`config.mk`:
```
export PLATFORM = sky130hd
export DESIGN_NAME = sprite_blitter
export DESIGN_NICKNAME = d
export VERILOG_FILES = /design/src/rtl/sprite_blitter.sv
export SDC_FILE = /design/constraint.sdc
export NUM_CORES = 1
export LEC_CHECK = 0
export CORE_UTILIZATION = 50
export DETAILED_ROUTE_END_ITERATION = 7
export PLACE_DENSITY_LB_ADDON = 0.2
export SLEW_MARGIN = 20
export SYNTH_ARGS = -nofsm -noshare
export SYNTH_HDL_FRONTEND = slang
export SYNTH_SLANG_ARGS = --single-unit
```
`constraint.sdc`:
```
create_clock -name clk_i -period 10.3 [get_ports clk_i]
set_input_delay 1.03 -clock clk_i [delete_from_list [all_inputs] [get_ports clk_i]]
set_output_delay 1.03 -clock clk_i [all_outputs]
set_load 0.02 [all_outputs]
```
`src/rtl/sprite_blitter.sv`:
```
// sprite_blitter: stamps one palette-indexed sprite into the frame buffer.
// Pulls pixel indices from a one-cycle-latency sprite ROM and clips against
// the screen edges. It skips transparent pixels and issues single-cycle
// frame-buffer writes. Throughput is one sprite pixel per clock.
module sprite_blitter #(
    parameter int unsigned SPRITE_W    = 50,
    parameter int unsigned SPRITE_H    = 50,
    parameter int unsigned SCREEN_W    = 640,
    parameter int unsigned SCREEN_H    = 480,
    parameter int unsigned PAL_W       = 9,
    parameter int unsigned SPR_AW      = 13,
    parameter int unsigned FB_AW       = 20,
    parameter int unsigned TRANSPARENT = 0
) (
    input  logic              clk_i,
    input  logic              rst_ni,
    input  logic              start_i,
    input  logic [9:0]        xcoord_i,
    input  logic [8:0]        ycoord_i,
    output logic              busy_o,
    output logic              done_o,
    output logic [SPR_AW-1:0] spr_addr_o,
    input  logic [PAL_W-1:0]  spr_data_i,
    output logic [FB_AW-1:0]  fb_addr_o,
    output logic [PAL_W-1:0]  fb_data_o,
    output logic              fb_we_o
);

    localparam int unsigned ColW = $clog2(SPRITE_W);
    localparam int unsigned RowW = $clog2(SPRITE_H);

    localparam logic [ColW-1:0]   ColLast  = ColW'(SPRITE_W - 1);
    localparam logic [SPR_AW-1:0] AddrLast = SPR_AW'(SPRITE_W * SPRITE_H - 1);
    localparam logic [10:0]       ScrW11   = 11'(SCREEN_W);
    localparam logic [9:0]        ScrH10   = 10'(SCREEN_H);
    localparam logic [FB_AW-1:0]  ScrWFb   = FB_AW'(SCREEN_W);
    localparam logic [PAL_W-1:0]  Transp   = PAL_W'(TRANSPARENT);

    typedef enum logic [1:0] {StIdle, StRun, StDrain, StDone} state_e;

    state_e            state_q, state_d;
    logic [9:0]        x_q, x_d;
    logic [8:0]        y_q, y_d;
    logic [FB_AW-1:0]  ybase_q, ybase_d;      // y * SCREEN_W, fixed for the whole blit
    logic [ColW-1:0]   col_q, col_d;
    logic [RowW-1:0]   row_q, row_d;
    logic [FB_AW-1:0]  row_base_q, row_base_d; // row * SCREEN_W, accumulated
    logic [SPR_AW-1:0] spr_addr_q, spr_addr_d;
    logic              drain_q, drain_d;

    // Stage 1: screen position of the pixel whose ROM read is in flight
    logic              s1_valid_q, s1_vis_q;
    logic [FB_AW-1:0]  s1_addr_q;

    // Stage 2: frame-buffer write port
    logic              fb_we_q;
    logic [FB_AW-1:0]  fb_addr_q;
    logic [PAL_W-1:0]  fb_data_q;

    logic [10:0]       sx;
    logic [9:0]        sy;
    logic              vis;
    logic [FB_AW-1:0]  pix_addr;
    logic              fb_wr;

    // Stage-1 coordinate and address arithmetic; no multiplier on col
    always_comb begin
        sx       = {1'b0, x_q} + 11'(col_q);
        sy       = {1'b0, y_q} + 10'(row_q);
        vis      = (sx < ScrW11) && (sy < ScrH10);
        pix_addr = ybase_q + row_base_q + FB_AW'(sx);
        fb_wr    = s1_valid_q && s1_vis_q && (spr_data_i != Transp);
    end

    // Next-state logic for the blit sequencer and its raster counters
    always_comb begin
        state_d    = state_q;
        x_d        = x_q;
        y_d        = y_q;
        ybase_d    = ybase_q;
        col_d      = col_q;
        row_d      = row_q;
        row_base_d = row_base_q;
        spr_addr_d = spr_addr_q;
        drain_d    = drain_q;
        unique case (state_q)
            StIdle: begin
                if (start_i) begin
                    x_d        = xcoord_i;
                    y_d        = ycoord_i;
                    ybase_d    = FB_AW'(ycoord_i) * ScrWFb;
                    col_d      = '0;
                    row_d      = '0;
                    row_base_d = '0;
                    spr_addr_d = '0;
                    state_d    = StRun;
                end
            end
            StRun: begin
                if (spr_addr_q == AddrLast) begin
                    drain_d = 1'b0;
                    state_d = StDrain;
                end else begin
                    spr_addr_d = spr_addr_q + 1'b1;
                    if (col_q == ColLast) begin
                        col_d      = '0;
                        row_d      = row_q + 1'b1;
                        row_base_d = row_base_q + ScrWFb;
                    end else begin
                        col_d = col_q + 1'b1;
                    end
                end
            end
            StDrain: begin
                drain_d = 1'b1;
                if (drain_q) state_d = StDone;
            end
            StDone: state_d = StIdle;
            default: state_d = StIdle;
        endcase
    end

    // Sequencer state registers
    always_ff @(posedge clk_i or negedge rst_ni) begin
        if (!rst_ni) begin
            state_q    <= StIdle;
            x_q        <= '0;
            y_q        <= '0;
            ybase_q    <= '0;
            col_q      <= '0;
            row_q      <= '0;
            row_base_q <= '0;
            spr_addr_q <= '0;
            drain_q    <= 1'b0;
        end else begin
            state_q    <= state_d;
            x_q        <= x_d;
            y_q        <= y_d;
            ybase_q    <= ybase_d;
            col_q      <= col_d;
            row_q      <= row_d;
            row_base_q <= row_base_d;
            spr_addr_q <= spr_addr_d;
            drain_q    <= drain_d;
        end
    end

    // Two-stage write pipeline aligned with the ROM read latency
    always_ff @(posedge clk_i or negedge rst_ni) begin
        if (!rst_ni) begin
            s1_valid_q <= 1'b0;
            s1_vis_q   <= 1'b0;
            s1_addr_q  <= '0;
            fb_we_q    <= 1'b0;
            fb_addr_q  <= '0;
            fb_data_q  <= '0;
        end else begin
            s1_valid_q <= (state_q == StRun);
            s1_vis_q   <= vis;
            s1_addr_q  <= pix_addr;
            fb_we_q    <= fb_wr;
            if (fb_wr) begin
                fb_addr_q <= s1_addr_q;
                fb_data_q <= spr_data_i;
            end
        end
    end

    // Output mapping
    always_comb begin
        busy_o     = (state_q == StRun) || (state_q == StDrain);
        done_o     = (state_q == StDone);
        spr_addr_o = spr_addr_q;
        fb_addr_o  = fb_addr_q;
        fb_data_o  = fb_data_q;
        fb_we_o    = fb_we_q;
    end

endmodule

```
==> results of run 1 <==
## sequential cells by signal, indices dropped and copies added, names as in the netlist
signal	flops
ybase_q	10
fb_data_o	9
s1_valid_q	1
fb_we_o	1
spr_addr_o	13
s1_vis_q	1
x_q	10
state_q	2
s1_addr_q	20
y_q	9
col_q	6
row_q	6
fb_addr_o	20
drain_q	1
row_base_q	13
## cell families after synthesis
family | after synthesis | share of synthesized area [%]
xor+xnor | 48 | 6.13
other cells | 1 | 0.0547
buf+inv | 40 | 2.21
mux | 51 | 8.39
flops | 122 | 44.5
compound gates | 122 | 12.2
fa+ha+maj | 67 | 13.0
simple gates | 188 | 13.5
## worst max path at each step
stage	slack [ns]	to	cells after the start	start
floorplan	6.61	s1_addr_q[16]$_DFF_PN0_	15	col_q[0]$_DFFE_PN0P_
global placement	6.32	s1_addr_q[16]$_DFF_PN0_	15	col_q[0]$_DFFE_PN0P_
detailed placement	6.26	s1_addr_q[16]$_DFF_PN0_	15	col_q[0]$_DFFE_PN0P_
CTS	6.20	s1_addr_q[16]$_DFF_PN0_	15	col_q[0]$_DFFE_PN0P_
global route	5.85	s1_addr_q[16]$_DFF_PN0_	15	col_q[0]$_DFFE_PN0P_
finish	6.14	s1_addr_q[16]$_DFF_PN0_	15	col_q[0]$_DFFE_PN0P_
## through the flow
stage	hold slack, ns	utilization (%)	total power [mW]	cells
after floorplan	0.447	-	0.525	646
after global placement	0.460	59.0	0.562	888
after detailed placement	0.463	59.0	0.564	888
after CTS	0.475	63.0	1.11	917
after global routing	0.494	63.0	1.14	917
final	0.471	63.0	1.10	917
## power by group
| group | internal, mW | total [mW] | switching (mW) |
|---|---|---|---|
| combinational | 0.0316 | 0.0677 | 0.0361 |
| sequential | 0.485 | 0.488 | 0.00240 |
| clock | 0.345 | 0.544 | 0.198 |
| total | 0.862 | 1.10 | 0.237 |
## routing by layer
| metal | wire length (µm) | global-route usage, % |
|---|---|---|
| met1 | 6860 | 29.3 |
| met2 | 6900 | 35.9 |
| met3 | 556 | 4.17 |
| met4 | 255 | 8.62 |
| met5 | 0 | 0 |
## critical path, stage by stage, from the launching register on
cell	delay [ns]
dfrtp_1	0.45
ha_1	0.25
fa_1	0.42
a21oi_1	0.26
o211ai_1	0.15
a21oi_1	0.32
o21ai_0	0.16
o31ai_1	0.10
fa_1	0.47
ha_1	0.22
a21o_1	0.17
a31oi_1	0.24
o2bb2ai_1	0.16
or3_1	0.36
a21oi_1	0.20
xnor2_1	0.15
## cell usage in the layout (no fill, tap or decap), types with 3 or more instances in the layout
cell type        instances
dfrtp_1                122
clkdlybuf4s50_1         74
ha_1                    60
nor2_1                  57
mux2_2                  49
nand2_1                 46
o21ai_0                 30
inv_1                   28
xor2_1                  25
a21oi_1                 24
xnor2_1                 23
nand3_1                 22
clkbuf_16               17
nor3_1                  16
a21o_1                  13
and3_1                   9
a211oi_1                 8
conb_1                   8
nor2b_1                  7
o21bai_1                 7
nand4_1                  7
fa_1                     7
or3_1                    6
clkbuf_1                 6
o311ai_0                 4
a31oi_1                  4
o21a_1                   4
buf_4                    4
o22ai_1                  3
a221oi_1                 3
clkbuf_8                 3
## final cells by class
cell class	count	share of cell area, %
Clock inverter	3	0.478
Sequential cell	122	36.5
Multi-Input combinational cell	484	44.1
Inverter	28	1.25
Tap cell	176	2.63
Timing Repair Buffer	78	9.20
Clock buffer	26	5.84
==> flow_summary.ini, run 1 <==
[yosys]
ys.warnings.count = 0
synth.top_cells.by_count = dfrtp_1 (122), ha_1 (60), nor2_1 (57), mux2_2 (49), nand2_1 (46)
post-synth-top-count-cell = dfrtp_1
ys_top_cells_by_area = dfrtp_1 (45%), ha_1 (11%), mux2_2 (8.0%)
synthesis.area_per_instance_um2 = 10.7
count_of_flip_flops_with_a_built_in_enable_after_synthesis = 0
ys.flop_type = dfrtp_1
syn_area_mm2 = 0.00686
synth_area_leader_cell = dfrtp_1
ys_types = 63
synth_top_area_share_pct = 44.5
synthesis.instances = 639
synth_seq_area_share_pct = 44.5
synth_async_sr_flop_share_pct = 100
synth.ff_latch_count = 122

[setup_path]
worstRegToRegCells = 15
crit_path_max_fanout = 6
r2r_slack_ns = 6.14
r2r-end = s1_addr_q[16]$_DFF_PN0_
cp-end-kind = flip-flop
timing.critical_path.arrival_ns = 4.48
worst_setup_path_start_kind = flip-flop
critical_path.reg2reg.startpoint = col_q[0]$_DFFE_PN0P_
timing.critical_path.required_ns = 10.63
category_of_the_most_critical_setup_path = flip-flop to flip-flop

[layout]
fin_area_mm2 = 0.00838
antennaDiodeCount = 0
nets = 829
multi_input_area_mm2 = 0.00370
fillCellCount = 1071
drive_above_1_share_pct = 12.1
area.growth.synth_to_final_pct = 22.1
layout.area.seq_mm2 = 0.00305

[route]
dr.first_iter.drc_count = 213
routedWlPerCell_um = 15.9
routed_wl_mm = 14.6
drt.antenna.violating_nets = 0
drt_first_pass_iters = 4
dr_total_vias = 5110
route.detailed.vias_per_inst = 5.57
post-route-drc-count = 0

[clock_network]
clk_path_buf_depth = 2
hold_buffers = 0
clock_latency_ns = 0.42
cts_sinks = 122
post_cts_resize_count = 0
cts_inserted_buffers = 17
clock-root-buffer = clkbuf_16
clock_tree.htree_level_count = 4
clkTransAtPathRegs_ns = 0.05
tritoncts = done
postCtsSetupRepairBufs = 0

[placement]
dpl_cell_area_mm2 = 0.00785
globalplace.congestion = 0.864
buffer_ports.inserted = 75
dp.final_hpwl_mm = 10.8
pre_cts_ws_ns = 6.26

[grt]
groute.usage.overall_pct = 22.1
grt_overflow_total = 0
antenna_violations_before_repair = 0
grt_pass1_wl_mm = 24.5
via_count_of_the_first_global_routing_pass = 5007
grt_max_degree = 70

[hold_path]
whs_path_depth = 1
min_from = s1_addr_q[6]$_DFF_PN0_
min_to = fb_addr_o[6]$_DFFE_PN0P_
class_of_the_most_critical_hold_timing_path = flip-flop to flip-flop

[run]
max_cap_viols = 0

[floorplanning]
chipWidth_um = 119
die_h_um = 119
coreArea_mm2 = 0.0133
initial_utilization_pct = 51.6
floorplan.rows = 42
fp.dieArea_mm2 = 0.0142
i_o_pin_count = 76

[sta]
finalHoldViolCount = 0
slew_viol_final = 0
timing.final.ws_setup_ns = 6.14
timing.fmax_ghz = 0.241
worst_pin_slew_ns = 0.984
timing.final.crit_period_ns = 4.16
final_worst_path_cycle_share_pct = 40.3
setup_total_negative_slack_ns = 0
finalClockSkew_ns = 0.00748
worst_slew_margin_rel_pct = 34.4
grt_setup_unrepaired = no
finalSetupViolCount = 0

[power]
worst_vdd_ir_mv = 0.0883
leakage_dissipation_nw = 3.98
power.density_cell_area_mw_per_mm2 = 131

[outcome]
run_status = complete, no violations
Power figures use the tool's default switching activity.
==> run 2: changes to the inputs <==
==> constraint.sdc (replaced) <==
create_clock -name clk_i -period 3.9 [get_ports clk_i]
set_input_delay 0.39 -clock clk_i [delete_from_list [all_inputs] [get_ports clk_i]]
set_output_delay 0.39 -clock clk_i [all_outputs]
set_load 0.02 [all_outputs]
==> flow_summary.ini, run 2 (synthesis results as in run 1) <==
[layout]
drive_above_1_share_pct = 15.7
multi_input_area_mm2 = 0.00378
post-route-util_pct = 65.0
layout.area.seq_mm2 = 0.00306
area.growth.synth_to_final_pct = 25.9
nets = 838
antennaDiodeCount = 0
leading_cell_type_in_the_layout_fill_and_taps_excluded = dfrtp_1
fillCellCount = 1046
final_cell_mix = dfrtp_1 (120), clkdlybuf4s50_1 (74), nor2_1 (57), ha_1 (57), mux2_2 (49)

[floorplanning]
chipWidth_um = 119
initial_utilization_pct = 51.6
coreArea_mm2 = 0.0133
i_o_pin_count = 76
floorplan.rows = 42
fp.dieArea_mm2 = 0.0142
die_h_um = 119

[placement]
buffer_ports.inserted = 75
pre_cts_ws_ns = -0.0484
dp.final_hpwl_mm = 10.9
globalplace.congestion = 0.883

[sta]
worst_slew_margin_rel_pct = 35.4
slew_viol_final = 0
timing.final.ws_setup_ns = 0.0779
finalHoldViolCount = 0
finalClockSkew_ns = 0.00801
finalSetupViolCount = 0
worst_pin_slew_ns = 0.969
timing.final.crit_period_ns = 3.82
final_worst_path_cycle_share_pct = 98.0
timing.fmax_ghz = 0.262

[setup_path]
critical_path.reg2reg.startpoint = col_q[4]$_DFFE_PN0P_
setup.worst_path.start = col_q[4]$_DFFE_PN0P_
timing.critical_path.required_ns = 4.19
crit_path_max_fanout = 4
cp-end-kind = flip-flop
capturing_instance_or_port_of_the_critical_path = s1_addr_q[19]$_DFF_PN0_
worst_setup_path_start_kind = flip-flop
worstRegToRegCells = 14
category_of_the_most_critical_setup_path = flip-flop to flip-flop
r2r-end = s1_addr_q[19]$_DFF_PN0_
timing.critical_path.arrival_ns = 4.11
r2r_slack_ns = 0.08

[route]
routedWlPerCell_um = 15.5
post-route-drc-count = 0
dr.first_iter.drc_count = 247
route.detailed.vias_per_inst = 5.54
drt.antenna.violating_nets = 0
routed_wl_mm = 14.4
drt_first_pass_iters = 4
dr_total_vias = 5145

[hold_path]
class_of_the_most_critical_hold_timing_path = input port to async pin

[grt]
via_count_of_the_first_global_routing_pass = 5191
groute.usage.overall_pct = 22.1
grt_overflow_total = 0
antenna_violations_before_repair = 0
grt_max_degree = 56
grt_pass1_wl_mm = 24.7

[power]
power_switching_share_pct = 20.0
combinationalPowerShare_pct = 5.8
power.density_cell_area_mw_per_mm2 = 364
share_clk_of_total_power_pct = 53.3
switching_power_uw = 631
sequentialPowerShare_pct = 40.9
leakage_dissipation_nw = 4.07
internal_power_mw = 2.52
worst_vdd_ir_mv = 0.266

[clock_network]
cts_sinks = 122
clk_path_buf_depth = 2
hold_buffers = 0
tritoncts = done
clock-root-buffer = clkbuf_16
cts_inserted_buffers = 17
clkTransAtPathRegs_ns = 0.05
clock_tree.htree_level_count = 4
clock_latency_ns = 0.42

[outcome]
run_status = complete, no violations

[run]
max_cap_viols = 0
run 2: changes by cell type in the layout (fill, tap and decap cells not counted), moves of 3 or more:
| cell | change |
|---|---|
| buf_4 | +9 |
| a21oi_1 | -4 |
| a21oi_2 | +3 |
| bufinv_16 | +3 |
| clkbuf_1 | -3 |
| ha_1 | -3 |
run 2: layer usage:
layer  track usage [%]  wire, µm
met4              9.81       278
met5                 0         0
met3              4.55       721
met2              35.8      6950
met1              28.6      6490
run 2: worst min path at each step:
stage | cells past startpoint | endpoint
finish | 1 | fb_data_o[3]$_DFFE_PN0P_
global route | 1 | s1_addr_q[6]$_DFF_PN0_
detailed placement | 1 | fb_addr_o[19]$_DFFE_PN0P_
global placement | 1 | fb_data_o[3]$_DFFE_PN0P_
floorplan | 0 | col_q[0]$_DFFE_PN0P_
CTS | 1 | fb_data_o[3]$_DFFE_PN0P_
run 2: final cells by class:
class / count / area share [%]
Clock buffer: 25 / 5.85
Clock inverter: 7 / 1.56
Tap cell: 176 / 2.55
Inverter: 28 / 1.22
Sequential cell: 122 / 35.4
Timing Repair Buffer: 87 / 9.70
Multi-Input combinational cell: 484 / 43.7
run 2: per-stage QoR:
stage | cells | hold WS [ns] | setup TNS [ns] | cell area [µm²] | total power [mW]
2_1_floorplan | 646 | 0.0944 | 0 | 6890 | 1.39
3_3_place_gp | 896 | 0.458 | 0 | 7910 | 1.49
3_5_place_dp | 896 | 0.463 | -0.0484 | 7910 | 1.49
4_1_cts | 928 | 0.0343 | 0 | 8560 | 3.18
5_1_grt | 929 | 0.0697 | -0.0473 | 8640 | 3.26
6_report | 929 | 0.0160 | 0 | 8640 | 3.15
run 2: worst max-delay path: stages (launching register included):
cell and delay (ns):
dfrtp_2 0.44, ha_4 0.30, nand2_1 0.07, or3b_1 0.42, nand2_1 0.12, o31a_1 0.18, xor2_2 0.19, fa_1 0.42
ha_1 0.33, a21o_1 0.22, a31oi_2 0.20, o21a_1 0.20, a21oi_1 0.13, o41ai_1 0.40, nor2_1 0.07
run 2: power by group through the flow:
stage | Clock (mW) | Combinational, mW | Sequential [mW]
2_1_floorplan | 0 | 0.0653 | 1.32
3_3_place_gp | 0 | 0.179 | 1.31
3_5_place_dp | 0 | 0.184 | 1.31
4_1_cts | 1.71 | 0.185 | 1.29
5_1_grt | 1.76 | 0.204 | 1.29
6_report | 1.68 | 0.182 | 1.29
run 2: what timing repair did:
item,CTS,global route
setup endpoints to repair,2,4
gates resized for setup,2,13
pin swaps,0,8
setup buffers,0,1
